--- config.mk ---
export PLATFORM = sky130hd
export DESIGN_NAME = tff_count_ctrl
export DESIGN_NICKNAME = d
export VERILOG_FILES = /design/src/rtl/tff_ctrl_pkg.sv /design/src/rtl/tff_cell.sv /design/src/rtl/tff_count_ctrl.sv
export SDC_FILE = /design/constraint.sdc
export NUM_CORES = 1
export LEC_CHECK = 0
export BUFFER_PORTS_ARGS = -buffer_cell sky130_fd_sc_hd__buf_2
export CAP_MARGIN = 20
export CORE_MARGIN = 10
export CORE_UTILIZATION = 50
export CTS_BUF_LIST = sky130_fd_sc_hd__clkbuf_16
export DETAILED_ROUTE_END_ITERATION = 7
export MAX_ROUTING_LAYER = met4
export PLACE_DENSITY = 0.83
export SLEW_MARGIN = 20
export SYNTH_ARGS = -nofsm -noshare
export SYNTH_HDL_FRONTEND = slang
export SYNTH_SLANG_ARGS = --single-unit
--- constraint.sdc ---
create_clock -name clk -period 2.15 [get_ports clk]
set_input_delay 0.3225 -clock clk [delete_from_list [all_inputs] [get_ports clk]]
set_output_delay 0.3225 -clock clk [all_outputs]
set_load 0.02 [all_outputs]
--- src/rtl/tff_ctrl_pkg.sv ---
// Shared types and defaults for the toggle flip-flop count controller.
// Imported by the controller and its bench.
package tff_ctrl_pkg;

  localparam int DEFAULT_WIDTH = 4;

  typedef enum logic [1:0] {
    IDLE = 2'b00,
    RUN  = 2'b01,
    DONE = 2'b10
  } state_e;

endpackage

--- src/rtl/tff_cell.sv ---
// Single toggle flip-flop: inverts its output on each clock where en is high.
// Synchronous active-high reset clears it to 0.
module tff_cell (
  input  logic clk,
  input  logic rst,
  input  logic en,
  output logic q
);

  logic q_q;

  always_ff @(posedge clk) begin
    if (rst) begin
      q_q <= 1'b0;
    end else if (en) begin
      q_q <= ~q_q;
    end
  end

  assign q = q_q;

endmodule

--- src/rtl/tff_count_ctrl.sv ---
// Drives a bank of toggle cells as a bounded synchronous up-counter 0..limit,
// pulses done for one cycle at the end and then clears the bank back to zero.
module tff_count_ctrl
  import tff_ctrl_pkg::*;
#(
  parameter int WIDTH = DEFAULT_WIDTH
) (
  input  logic             clk,
  input  logic             rst,
  input  logic             start,
  input  logic             stop,
  input  logic [WIDTH-1:0] mod_val,
  output logic [WIDTH-1:0] q,
  output logic [WIDTH-1:0] tgl_en,
  output logic             busy,
  output logic             done
);

  state_e           state_q, state_d;
  logic [WIDTH-1:0] limit_q, limit_d;
  logic [WIDTH-1:0] carry;

  // Cell i toggles on increment when every lower cell is set.
  generate
    for (genvar gi = 0; gi < WIDTH; gi++) begin : g_bank
      if (gi == 0) begin : g_lsb
        assign carry[gi] = 1'b1;
      end else begin : g_upper
        assign carry[gi] = carry[gi-1] & q[gi-1];
      end

      tff_cell u_cell (
        .clk (clk),
        .rst (rst),
        .en  (tgl_en[gi]),
        .q   (q[gi])
      );
    end
  endgenerate

  always_ff @(posedge clk) begin
    if (rst) begin
      state_q <= IDLE;
      limit_q <= '0;
    end else begin
      state_q <= state_d;
      limit_q <= limit_d;
    end
  end

  always_comb begin
    state_d = state_q;
    limit_d = limit_q;
    tgl_en  = '0;
    case (state_q)
      IDLE: begin
        if (start && !stop && (mod_val != '0)) begin
          limit_d = mod_val;
          state_d = RUN;
        end
      end
      RUN: begin
        // Toggling every set bit returns the bank to zero in one edge.
        if (stop) begin
          tgl_en  = q;
          state_d = IDLE;
        end else if (q != limit_q) begin
          tgl_en = carry;
        end else begin
          state_d = DONE;
        end
      end
      DONE: begin
        tgl_en  = q;
        state_d = IDLE;
      end
      default: begin
        state_d = IDLE;
      end
    endcase
  end

  assign busy = (state_q == RUN) || (state_q == DONE);
  assign done = (state_q == DONE);

endmodule
==> metrics.txt <==
status=completed; worst min-delay path category=in2reg; combinational share of power=0.186; clock sinks=10; FFs w/ async S/R, synth=0; # rows=13; first-pass GRT wire length=2.59 mm; crit path buf inv count=1; Initial DRC Count=7; worst hold slack=0.353 ns; wirelength, routed=1.50 mm; Crit-path slowest cell=o41ai_4; CP top delay family=compound AO/OA/AOI/OAI gates; final setup vio count=0; Internal=0.000483 W; antenna-violating nets left=0; Lkg Pwr=0.379 nW; core area=0.00132 mm2; drt pass-1 iters=4; Max VDD drop=0.000515 V; Post-synth EDFFs=0; Die Y=57.4 um; starting density of the core=0.531; crit path DAT=1.73 ns; FMAX=0.486 GHz; P_sw=0.000170 W; top_reg_cell synth=dfxtp_1; synthesis-to-layout area growth=17.0%; vias in the first global route=590; part of the power in registers=0.314; Net count, final=106; DP Wirelength=1.16 mm; share of layout cells above drive strength 1=0.266; Setup WS pre-CTS=0.302 ns; Post-DP Area=732 um2; RSZ-0062 raised after global routing=no; Final Hold Fails=0; gpl congestion=0.827; Mapped Area=699 um2; TritonCTS Buffers=3; Wirelength per Cell=13.7 um; CTS tree=built; gr usage total=0.0999; Yosys cell types=31; Worst Tran Pin Value=0.430 ns; root buffer cell=clkbuf_16; Worst-path clk slew=0.04 ns; vias=601; Synth top area share=0.286; IO buf count=17; Critical Path Source Type=flip-flop; Ant. Diodes=0; largest area contributor in the netlist=dfxtp_1; Final Core Density=0.621; GRT overflow=0; crit end category=output pin; design area=818 um2; Syn Nets=94; die span in x=57.4 um; Via density=5.51; setup TNS=0 ns; Final Cycle Share=0.956; critical path type=reg2out; full die area=0.00329 mm2; Final WS setup=0.0937 ns; initial antenna violation count=0; Gate Count Post-Synth=83; clock share of power=0.499; IO Pins=18; Rel. slew slack=0.709; top post-synthesis cells by area=dfxtp_1, buf_4, mux2i_1; post-CTS resize count=0; post-synthesis sequential area ratio=0.286; switching part of the total power=0.261; CP max stage delay=0.48 ns; largest net degree at the start of global routing=13; crit-path max FO=7; Max Cap Violations=0; top-count cell post-synth=dfxtp_1; synthesis warning total=0; critical path required time=1.83 ns; clk_lat worst skew=0.24 ns; min Tclk post-route=2.06 ns; synth cell count leaders=dfxtp_1, buf_4, nand2_1, a21oi_1, nor2_1; Max clock buf depth=2; Post-CTS Hold Fix Bufs=0; flops & latches, synth=10; CTS H-tree lvls=1; crit path cell chain=xor2_2 -> o41ai_4 -> a2bb2oi_1 -> nor2_1 -> buf_2; Avg Synthesized Cell Area=8.43 um2; final slew viol count=0; PD cells=798 mW/mm2; DRC Markers=0; clk_skew=0.00248 ns
## state kept, by name (all words and copies together), names as in the netlist
signal	flops
limit_q	4
state_q	2
g_bank.u_cell.q	4
## worst register-to-register path, cell delays in order, from the launching register on
cell	delay, ns
dfxtp_1	0.46
xor2_2	0.15
o41ai_4	0.48
buf_4	0.20
a21oi_1	0.05
a211oi_1	0.22
## metal layers
metal  wire length, um  share of wire  up-vias  global-route usage
met5                 0              0        -                   -
met4                36          0.024        0              0.0671
met3                61          0.041        5              0.0310
met2               711           0.47       11               0.158
met1               689           0.46      278               0.104
li1                  -              -      307                   -
## power by group through the flow
| stage | Clock (W) | Sequential [W] | Combinational (W) |
|---|---|---|---|
| after floorplan | 0 | 0.000207 | 0.0000924 |
| after global placement | 0 | 0.000209 | 0.000115 |
| after detailed placement | 0 | 0.000209 | 0.000119 |
| after CTS | 0.000333 | 0.000206 | 0.000120 |
| after global routing | 0.000344 | 0.000207 | 0.000137 |
| final | 0.000326 | 0.000205 | 0.000122 |
## cells by family after synthesis
family / count (synthesis) / share of synthesized area
adders and majority gates: 3 / 0.0537
and+or+nand+nor: 29 / 0.215
AOI/OAI and AO/OA: 18 / 0.193
DFF: 10 / 0.286
buffers and inverters: 15 / 0.123
muxes: 4 / 0.0572
xor gates and xnor gates: 4 / 0.0716
## per-stage QoR
stage | total power, W | std cells
finish | 0.000653 | 109
global route | 0.000687 | 109
CTS | 0.000658 | 108
detailed placement | 0.000328 | 104
global placement | 0.000324 | 104
floorplan | 0.000299 | 83
## layout by cell type, fill, tap and decap left out, types with 4 or more instances in the layout
cell type / n
a31oi_1: 4
nor2_1: 6
buf_2: 17
nand2_1: 8
dfxtp_1: 10
mux2i_1: 4
a21oi_1: 6
inv_1: 4
## cell type report
cell class / instances / area, um2
inverter: 4 / 15.0
clock inverter: 1 / 3.75
fill: 108 / 499
sequential: 10 / 200
multi-input combinational: 58 / 413
timing repair buffer: 18 / 92.6
tap: 15 / 18.8
clock buffer: 3 / 75.1
## what timing repair did
| item | in CTS | in global routing |
|---|---|---|
| buffers inserted | 0 | 1 |
| setup endpoints to repair | 0 | 1 |
| endpoints found under the hold margin | 0 | 0 |
## path summary, 6_finish.rpt
path / from / cells after the start / slack (ns) / endpoint
max reg2reg: g_bank[2].u_cell.q$_SDFFE_PP0P_ / 5 / 0.50 / state_q[1]$_SDFFE_PP0P_
min: mod_val[2] / 3 / 0.35 / limit_q[2]$_SDFFE_PP0P_
max: g_bank[2].u_cell.q$_SDFFE_PP0P_ / 5 / 0.09 / tgl_en[1]
min reg2reg: state_q[0]$_SDFFE_PP0P_ / 2 / 0.53 / state_q[0]$_SDFFE_PP0P_
Power figures use the tool's default switching activity.
